`config.mk`:
```
export PLATFORM = sky130hd
export DESIGN_NAME = board_renderer_flat
export DESIGN_NICKNAME = d
export VERILOG_FILES = /design/src/rtl/board_renderer_if.sv /design/src/rtl/board_renderer.sv /design/src/flat_wrapper.sv
export SDC_FILE = /design/constraint.sdc
export NUM_CORES = 1
export LEC_CHECK = 0
export ABC_AREA = 0
export CAP_MARGIN = 20
export CORE_UTILIZATION = 35
export DETAILED_ROUTE_END_ITERATION = 8
export DONT_BUFFER_PORTS = 1
export GPL_ROUTABILITY_DRIVEN = 0
export PLACE_DENSITY = 0.54
export SETUP_SLACK_MARGIN = 0.1
export SYNTH_ARGS = -nofsm -noshare
export SYNTH_HDL_FRONTEND = slang
export SYNTH_SLANG_ARGS = --single-unit
```
`constraint.sdc`:
```
create_clock -name clk -period 3.7 [get_ports clk]
set_input_delay 0.185 -clock clk [delete_from_list [all_inputs] [get_ports clk]]
set_output_delay 0.185 -clock clk [all_outputs]
set_load 0.005 [all_outputs]
```
`src/rtl/board_renderer_if.sv`:
```
// Video-side bus of the board renderer: pixel position and qualifiers from the
// sync generator, the glyph ROM lookup, and the resulting pixel colour.
interface board_renderer_if #(
  parameter int TILE_BITS = 4,
  parameter int CELL_LOG2 = 6
);
  logic                 frame_start;
  logic [9:0]           x;
  logic [9:0]           y;
  logic                 pixel_en;
  logic [TILE_BITS-1:0] glyph_index;
  logic [CELL_LOG2-1:0] glyph_x;
  logic [CELL_LOG2-1:0] glyph_y;
  logic                 glyph_pixel;
  logic [5:0]           rrggbb;

  // Timing/ROM side: drives position and glyph data, consumes colour.
  modport master (
    output frame_start, x, y, pixel_en, glyph_pixel,
    input  glyph_index, glyph_x, glyph_y, rrggbb
  );

  // Renderer side.
  modport slave (
    input  frame_start, x, y, pixel_en, glyph_pixel,
    output glyph_index, glyph_x, glyph_y, rrggbb
  );
endinterface

```
`src/rtl/board_renderer.sv`:
```
// Two-stage pipelined renderer for an N x N 2048 board. Draws from a grid
// snapshot taken at frame start, fades newly spawned tiles over a few frames,
// and looks glyphs up in an external combinational font ROM.
module board_renderer #(
  parameter int GRID_N      = 4,
  parameter int CELL_LOG2   = 6,
  parameter int TILE_BITS   = 4,
  parameter int BOARD_X     = 192,
  parameter int BOARD_Y     = 128,
  parameter int FADE_FRAMES = 7
) (
  input  logic                                clk,
  input  logic                                rst_n,
  input  logic [GRID_N*GRID_N*TILE_BITS-1:0]  grid,
  input  logic [GRID_N*GRID_N-1:0]            new_tiles,
  input  logic                                new_tiles_valid,
  input  logic                                debug_mode,
  board_renderer_if.slave                     bus
);

  localparam int CELLS   = GRID_N * GRID_N;
  localparam int IDX_W   = $clog2(GRID_N);
  localparam int BOARD_W = GRID_N << CELL_LOG2;
  localparam int BOARD_H = GRID_N << CELL_LOG2;
  // The debug bar extends 64 px either side of the board; clamp at column 0.
  localparam int DBG_LO  = (BOARD_X >= 64) ? BOARD_X - 64 : 0;
  localparam int DBG_HI  = BOARD_X + BOARD_W + 64;

  logic [CELLS*TILE_BITS-1:0] shadow;
  logic [CELLS-1:0]           fade_mask;
  logic [2:0]                 fade_cnt;

  // Stage 1 combinational decode
  logic [9:0]           bx, by;
  logic [IDX_W-1:0]     cell_x, cell_y;
  logic [2*IDX_W-1:0]   cell_idx;
  logic [CELL_LOG2-1:0] rel_x, rel_y;
  logic                 in_x, in_y, outline, is_new, debug_rect;
  logic [11:0]          x_ext, y_ext;

  // Stage 1 registers
  logic       board_area_d, outline_d, is_new_d, debug_rect_d, pixel_en_d;
  logic [5:0] xdbg_d;

  // Stage 2 combinational colour
  logic [5:0] font, rgb_next;

  // Grid snapshot: only updated at frame start so the picture never tears.
  always_ff @(posedge clk or negedge rst_n) begin
    if (!rst_n)               shadow <= '0;
    else if (bus.frame_start) shadow <= grid;
  end

  // Fade state: a new-tile load restarts the fade and beats a same-cycle
  // frame decrement; the mask clears on the last decrement.
  always_ff @(posedge clk or negedge rst_n) begin
    if (!rst_n) begin
      fade_mask <= '0;
      fade_cnt  <= '0;
    end else if (new_tiles_valid) begin
      fade_mask <= new_tiles;
      fade_cnt  <= 3'(FADE_FRAMES);
    end else if (bus.frame_start && fade_cnt != 3'd0) begin
      fade_cnt <= fade_cnt - 3'd1;
      if (fade_cnt == 3'd1) fade_mask <= '0;
    end
  end

  assign x_ext    = {2'b00, bus.x};
  assign y_ext    = {2'b00, bus.y};
  assign bx       = bus.x - 10'(BOARD_X);
  assign by       = bus.y - 10'(BOARD_Y);
  assign cell_x   = IDX_W'(bx >> CELL_LOG2);
  assign cell_y   = IDX_W'(by >> CELL_LOG2);
  // GRID_N is a power of two, so cy*GRID_N+cx is a plain concatenation.
  assign cell_idx = {cell_y, cell_x};
  assign rel_x    = bx[CELL_LOG2-1:0];
  assign rel_y    = by[CELL_LOG2-1:0];
  assign in_x     = (x_ext >= 12'(BOARD_X)) && (x_ext < 12'(BOARD_X + BOARD_W));
  assign in_y     = (y_ext >= 12'(BOARD_Y)) && (y_ext < 12'(BOARD_Y + BOARD_H));
  // Outline is relative to the board origin, not to absolute screen columns.
  assign outline  = (rel_x == '0) || (rel_x == '1) || (rel_y == '0) || (rel_y == '1);
  assign is_new   = (fade_cnt != 3'd0) && fade_mask[cell_idx];
  assign debug_rect = (x_ext >= 12'(DBG_LO)) && (x_ext < 12'(DBG_HI)) &&
                      (bus.y >= 10'd16) && (bus.y < 10'd32);

  // Stage 1: register the glyph lookup and the per-pixel flags.
  always_ff @(posedge clk or negedge rst_n) begin
    if (!rst_n) begin
      bus.glyph_index <= '0;
      bus.glyph_x     <= '0;
      bus.glyph_y     <= '0;
      board_area_d    <= 1'b0;
      outline_d       <= 1'b0;
      is_new_d        <= 1'b0;
      debug_rect_d    <= 1'b0;
      pixel_en_d      <= 1'b0;
      xdbg_d          <= '0;
    end else begin
      bus.glyph_index <= shadow[int'(cell_idx)*TILE_BITS +: TILE_BITS];
      bus.glyph_x     <= rel_x;
      bus.glyph_y     <= rel_y;
      board_area_d    <= in_x && in_y;
      outline_d       <= outline;
      is_new_d        <= is_new;
      debug_rect_d    <= debug_rect;
      pixel_en_d      <= bus.pixel_en;
      xdbg_d          <= bus.x[8:3];
    end
  end

  // Stage 2 colour priority; fade_cnt is taken live, which only shifts tint.
  always_comb begin
    font     = 6'b001111 ^ (is_new_d ? {3'b000, fade_cnt} : 6'b000000);
    rgb_next = 6'b000000;
    if (!pixel_en_d)                         rgb_next = 6'b000000;
    else if (board_area_d && bus.glyph_pixel) rgb_next = font;
    else if (board_area_d && outline_d)      rgb_next = 6'b111111;
    else if (board_area_d)                   rgb_next = 6'b000000;
    else if (debug_mode && debug_rect_d)     rgb_next = xdbg_d;
  end

  // Stage 2 output register.
  always_ff @(posedge clk or negedge rst_n) begin
    if (!rst_n) bus.rrggbb <= '0;
    else        bus.rrggbb <= rgb_next;
  end

endmodule

```
`src/flat_wrapper.sv`:
```
// flat-port wrapper written by rule: the top's interface ports become plain ports
module board_renderer_flat 
#(
  parameter int GRID_N      = 4,
  parameter int CELL_LOG2   = 6,
  parameter int TILE_BITS   = 4,
  parameter int BOARD_X     = 192,
  parameter int BOARD_Y     = 128,
  parameter int FADE_FRAMES = 7
)
  (clk, rst_n, grid, new_tiles, new_tiles_valid, debug_mode, bus_frame_start, bus_x, bus_y, bus_pixel_en, bus_glyph_pixel, bus_glyph_index, bus_glyph_x, bus_glyph_y, bus_rrggbb);
  board_renderer_if #(.TILE_BITS(TILE_BITS), .CELL_LOG2(CELL_LOG2)) bus_i ();
  input  logic clk;
  input  logic rst_n;
  input  logic [GRID_N*GRID_N*TILE_BITS-1:0] grid;
  input  logic [GRID_N*GRID_N-1:0] new_tiles;
  input  logic new_tiles_valid;
  input  logic debug_mode;
  input wire logic [$bits(bus_i.frame_start)-1:0] bus_frame_start;
  input wire logic [$bits(bus_i.x)-1:0] bus_x;
  input wire logic [$bits(bus_i.y)-1:0] bus_y;
  input wire logic [$bits(bus_i.pixel_en)-1:0] bus_pixel_en;
  input wire logic [$bits(bus_i.glyph_pixel)-1:0] bus_glyph_pixel;
  output wire logic [$bits(bus_i.glyph_index)-1:0] bus_glyph_index;
  output wire logic [$bits(bus_i.glyph_x)-1:0] bus_glyph_x;
  output wire logic [$bits(bus_i.glyph_y)-1:0] bus_glyph_y;
  output wire logic [$bits(bus_i.rrggbb)-1:0] bus_rrggbb;
  assign bus_i.frame_start = bus_frame_start;
  assign bus_i.x = bus_x;
  assign bus_i.y = bus_y;
  assign bus_i.pixel_en = bus_pixel_en;
  assign bus_i.glyph_pixel = bus_glyph_pixel;
  assign bus_glyph_index = bus_i.glyph_index;
  assign bus_glyph_x = bus_i.glyph_x;
  assign bus_glyph_y = bus_i.glyph_y;
  assign bus_rrggbb = bus_i.rrggbb;
  board_renderer #(.GRID_N(GRID_N), .CELL_LOG2(CELL_LOG2), .TILE_BITS(TILE_BITS), .BOARD_X(BOARD_X), .BOARD_Y(BOARD_Y), .FADE_FRAMES(FADE_FRAMES)) u_core (.clk(clk), .rst_n(rst_n), .grid(grid), .new_tiles(new_tiles), .new_tiles_valid(new_tiles_valid), .debug_mode(debug_mode), .bus(bus_i));
endmodule
```
==> results by group, run 1 <==
Clocking
  • Htree depth: 4
  • PostCTS Resize Cnt: 0
  • Root Driver: clkbuf_16
  • CTS buffer count: 17
  • Post-CTS Setup Bufs: 0
  • Clk buf depth: 2
  • Hold-fix buffers at CTS: around 100
  • Clock sink total: 113

Place
  • DP Wirelength: 6.97 mm
  • Worst slack, placed: roughly 1.5 ns
  • Placed inst area: ~4900 um^2
  • I/O Buffers: 0

Die
  • # IOs: 129
  • Rows: between 40 and 50
  • Die X: about 120 um
  • Initial Util: between 30% and 40%
  • Die Height: approximately 120 um

Synth
  • Flops & latches, synth: between 100 and 150
  • Synth top area share: 59.4%
  • Post-synthesis area per instance: approximately 15 um^2
  • Register area share after synthesis: slightly below 60%
  • Top_reg_cell synth: dfrtp_1
  • Share of flip-flops with an asynchronous set or reset: 100%
  • Distinct cells, synth: 36
  • Synth top area cells: dfrtp_1 (59%), mux2_2 (15%), mux4_1 (5.0%)
  • Post-synthesis cell count: 314
  • Cell taking the most area after synthesis: dfrtp_1
  • YS warnings: 0
  • Syn_nets: between 400 and 500
  • Cell area after synthesis: approximately 4800 um^2
  • Post-synth EDFFs: 0

Status
  • Status: stopped before the end
  • Last stage reached: clock tree synthesis (4_1_cts)
  • Halt Reason: [ERROR RSZ-0060] Max buffer count reached.
[cell usage after synthesis (2+ instances only)]
| master | instances |
|---|---|
| o2111ai_1 | 2 |
| nor2_1 | 7 |
| nand3_1 | 2 |
| xnor2_1 | 3 |
| dfrtp_1 | 113 |
| inv_1 | 5 |
| a21boi_0 | 3 |
| a21oi_1 | 5 |
| a211o_1 | 2 |
| buf_4 | 4 |
| mux2i_1 | 4 |
| a22o_1 | 16 |
| mux4_1 | 9 |
| nand2_1 | 19 |
| o21ai_0 | 2 |
| a22oi_1 | 8 |
| and4_1 | 2 |
| buf_2 | 8 |
| clkbuf_1 | 4 |
| mux4_2 | 9 |
| nand3b_1 | 2 |
| ha_1 | 4 |
| or4_1 | 2 |
| nor4_1 | 2 |
| nand2b_1 | 3 |
| mux2_2 | 64 |
[per-stage QoR]
step	cells	util, %
detailed placement	473	36.9
global placement	473	36.9
floorplan	314	-
[cells by family after synthesis]
family                     after synthesis  share of synthesized area (%)
AOI/OAI and AO/OA                       40                           6.47
xor gates and xnor gates                 3                          0.552
adders and majority gates                4                           1.05
buffers and inverters                   23                           2.50
DFF                                    113                           59.4
muxes                                   86                           25.2
and+or+nand+nor                         45                           4.76
==> run 2, diff against run 1 <==
--- a/config.mk
+++ b/config.mk
@@ -7,12 +7,11 @@
 export LEC_CHECK = 0
 export ABC_AREA = 0
 export CAP_MARGIN = 20
-export CORE_UTILIZATION = 35
+export CORE_UTILIZATION = 20
 export DETAILED_ROUTE_END_ITERATION = 8
 export DONT_BUFFER_PORTS = 1
 export GPL_ROUTABILITY_DRIVEN = 0
-export PLACE_DENSITY = 0.54
-export SETUP_SLACK_MARGIN = 0.1
+export PLACE_DENSITY_LB_ADDON = 0.15
 export SYNTH_ARGS = -nofsm -noshare
 export SYNTH_HDL_FRONTEND = slang
 export SYNTH_SLANG_ARGS = --single-unit
==> run 2 against run 1 <==
  * The flow now finishes without violations
  * Synthesized area stayed put
  * Synthesized cell count unchanged
==> results by group, run 2 <==
Status
  • Status: completed

Place
  • Placed Cells: 617 (+30%)
  • I/O Buffers: 0 (unchanged)
  • DP Wirelength: 8.95 mm (+28%)
  • Worst slack, placed: 1.61 ns (+0.157 ns)
  • Placed inst area: 5070 um^2 (+3.9%)

Setup path
  • Worst Setup Start Kind: flop
  • Setup slack, reg-to-reg: between 1.5 and 2 ns
  • Critical path type: reg -> reg
  • Critical Path AT: about 2.3 ns
  • RR Startpoint: u_core.fade_cnt[0]$_DFFE_PN0P_
  • Worst setup endpoint: u_core.fade_mask[8]$_DFFE_PN0P_
  • FF-to-FF path depth: 8
  • CP max FO: 10
  • CP required: approximately 4 ns
  • Critical path origin: u_core.fade_cnt[0]$_DFFE_PN0P_
  • CP Capture Type: flop
  • Worst reg2reg endpoint: u_core.fade_mask[8]$_DFFE_PN0P_

Synth
  • Share of flip-flops with an asynchronous set or reset: 100% (unchanged)
  • Register area share after synthesis: 59.4% (unchanged)
  • Cell taking the most area after synthesis: dfrtp_1
  • Most numerous cell in the Yosys netlist: dfrtp_1
  • Top post-synthesis cells by count: dfrtp_1 (113), mux2_2 (64), nand2_1 (19)
  • Flops & latches, synth: 113 (unchanged)
  • YS warnings: 0 (unchanged)
  • Top_reg_cell synth: dfrtp_1
  • Post-synthesis cell count: 314 (unchanged)
  • Synth top area cells: dfrtp_1 (59%), mux2_2 (15%), mux4_1 (5.0%)
  • Post-synth EDFFs: 0 (unchanged)
  • Synth top area share: 59.4% (unchanged)
  • Cell area after synthesis: 4760 um^2 (unchanged)
  • Distinct cells, synth: 36 (unchanged)
  • Post-synthesis area per instance: 15.1 um^2 (unchanged)
  • Syn_nets: 425 (unchanged)

Clocking
  • Worst skew pair latency: roughly 0.41 ns
  • Root Driver: clkbuf_16
  • CTS buffer count: 17 (unchanged)
  • Worst-path clk slew: 0.05 ns
  • Clk buf depth: 2 (unchanged)
  • CTS tree: done
  • Htree depth: 4 (unchanged)
  • Post-CTS Setup Bufs: 0 (unchanged)
  • Clock sink total: 113 (unchanged)

STA
  • TNS Setup: 0 ns
  • Worst slew pin tran: 0.754 ns
  • Unrepaired setup endpoints after global routing: no
  • Final slew viol count: 0
  • Number of hold violations in the final report: 0
  • Final period util: between 50% and 60%
  • Slew margin rel.: approximately half
  • Worst Skew: 0.00592 ns
  • PnR worst setup slack: between 1.5 and 2 ns
  • Min cycle time layout: between 2 and 2.5 ns
  • Final Setup Violations: 0
  • Tightest hold margin: about 0.035 ns
  • Fmax: between 0.4 and 0.5 GHz

Hold path
  • Hold Path Class: in -> reg

Finish
  • ANT cells: 0
  • Most flops, register: u_core.shadow
  • Design area: 6840 um^2
  • Final core occ: 29.2%
  • Commonest non-fill, non-tap cell in the layout: dfrtp_1
  • Final std cells w/o fill: approximately 760
  • Largest register FFs: 64
  • Synth-to-Final Area Change: 43.9%
  • Fin nets: ~530
  • Share of cells above drive strength 1: between 20 and 25%
  • Most frequent cells in the layout: dfrtp_1 (113), dlygate4sd3_1 (104), mux2_2 (64)
  • Biggest regs: u_core.shadow x64, u_core.fade_mask x16

Route
  • Vias/cell: about 4.1
  • Wirelength, routed: between 10 and 15 mm
  • Via count: 3,074
  • Wirelength per Cell: roughly 18 um
  • Post-route ant nets: 0
  • DRT Pass-1 Iters: 4
  • Iter 0 DRT Violations: ~150
  • Post-route DRC: 0

Die
  • Core area: 23,400 um^2
  • Rows: 56 (+33%)
  • Die area: about 24,000 um^2
  • Die Height: 156 um (+32%)
  • Die X: 156 um (+32%)
  • # IOs: 129 (unchanged)
  • Initial Util: 20.3% (-16 points)

Power
  • Psw: around 800 uW
  • Clock network power share: 51.1%
  • Comb pwr share: between 10 and 15%
  • Net Sw Frac: a little over a fifth
  • Power density over cell area: roughly 530 nW/um^2
  • Max IR drop VDD: 0.204 mV
  • Sequential power share: 38.7%
  • Internal: between 2 and 3 mW
  • Leakage: between 2 and 3 nW
  • Total Power: ~3.7 mW

Global route
  • First-pass GRT wire length: ~21 mm
  • Vias in the first global route: roughly 3,400
  • Largest net degree at the start of global routing: approximately 110
  • Total grt overflow: 0
  • Total GRT Usage: around an eighth
  • Antenna violations before repair: 0

Flow run
  • Max Cap Viol: 0
==> run 2: kinds of logic (layout without fill, tap and decap cells) <==
family / count (synthesis) / in the layout / synth area share, %
flops: 113 / 113 / 59.4
mux: 86 / 86 / 25.2
simple gates: 45 / 45 / 4.76
compound gates: 40 / 40 / 6.47
buf+inv: 23 / 145 / 2.50
fa+ha+maj: 4 / 4 / 1.05
xor+xnor: 3 / 3 / 0.552
==> run 2: cell type report <==
class | count | area [um^2]
clock buffer | 23 | 498
clock inverter | 9 | 175
fill | 2406 | 16600
inverter | 5 | 18.8
multi-input combinational | 178 | 1810
sequential | 113 | 2830
tap | 319 | 399
timing repair buffer | 108 | 1110
==> run 2: per-layer routing <==
| layer | vias up | track usage [%] | wire length [um] |
|---|---|---|---|
| met5 | - | 0 | 0 |
| met4 | 0 | 4.06 | 125 |
| met3 | 10 | 4.43 | 893 |
| met2 | 101 | 18.4 | 6230 |
| met1 | 1560 | 14.8 | 6130 |
| li1 | 1403 | - | - |
==> run 2: timing repair <==
action                                 in CTS  in global routing
resized for setup                           0                  0
endpoints found under the hold margin     218                  0
hold buffers                              106                  0
==> run 2: power groups by stage <==
stage,clock network [mW],logic (mW),registers (mW)
2_1_floorplan,0,0.214,1.40
3_3_place_gp,0,0.231,1.44
3_5_place_dp,0,0.237,1.44
4_1_cts,1.93,0.383,1.42
5_1_grt,1.98,0.408,1.43
6_report,1.87,0.373,1.42
==> run 2: worst min-delay path by stage <==
stage	start	endpoint	slack [ns]	depth (start not counted)
6_report	bus_x[6]	u_core.is_new_d$_DFF_PN0_	0.03	3
3_3_place_gp	rst_n	u_core.bus.glyph_x[1]$_DFF_PN0_	-0.11	0
5_1_grt	bus_x[6]	u_core.is_new_d$_DFF_PN0_	0.02	3
3_5_place_dp	rst_n	u_core.bus.glyph_x[2]$_DFF_PN0_	-0.11	0
2_1_floorplan	rst_n	u_core.board_area_d$_DFF_PN0_	-0.11	0
4_1_cts	bus_x[6]	u_core.is_new_d$_DFF_PN0_	0.004	3
==> run 2: worst max-delay path, cell delays in order, from the launching register on <==
cell and delay (ns):
dfrtp_1 0.40, inv_1 0.10, ha_1 0.16, ha_1 0.17
nand2b_1 0.24, nor3b_1 0.09, nor2_1 0.42, buf_6 0.22
a22o_1 0.13
No activity file was read; power rests on OpenSTA's default activity.
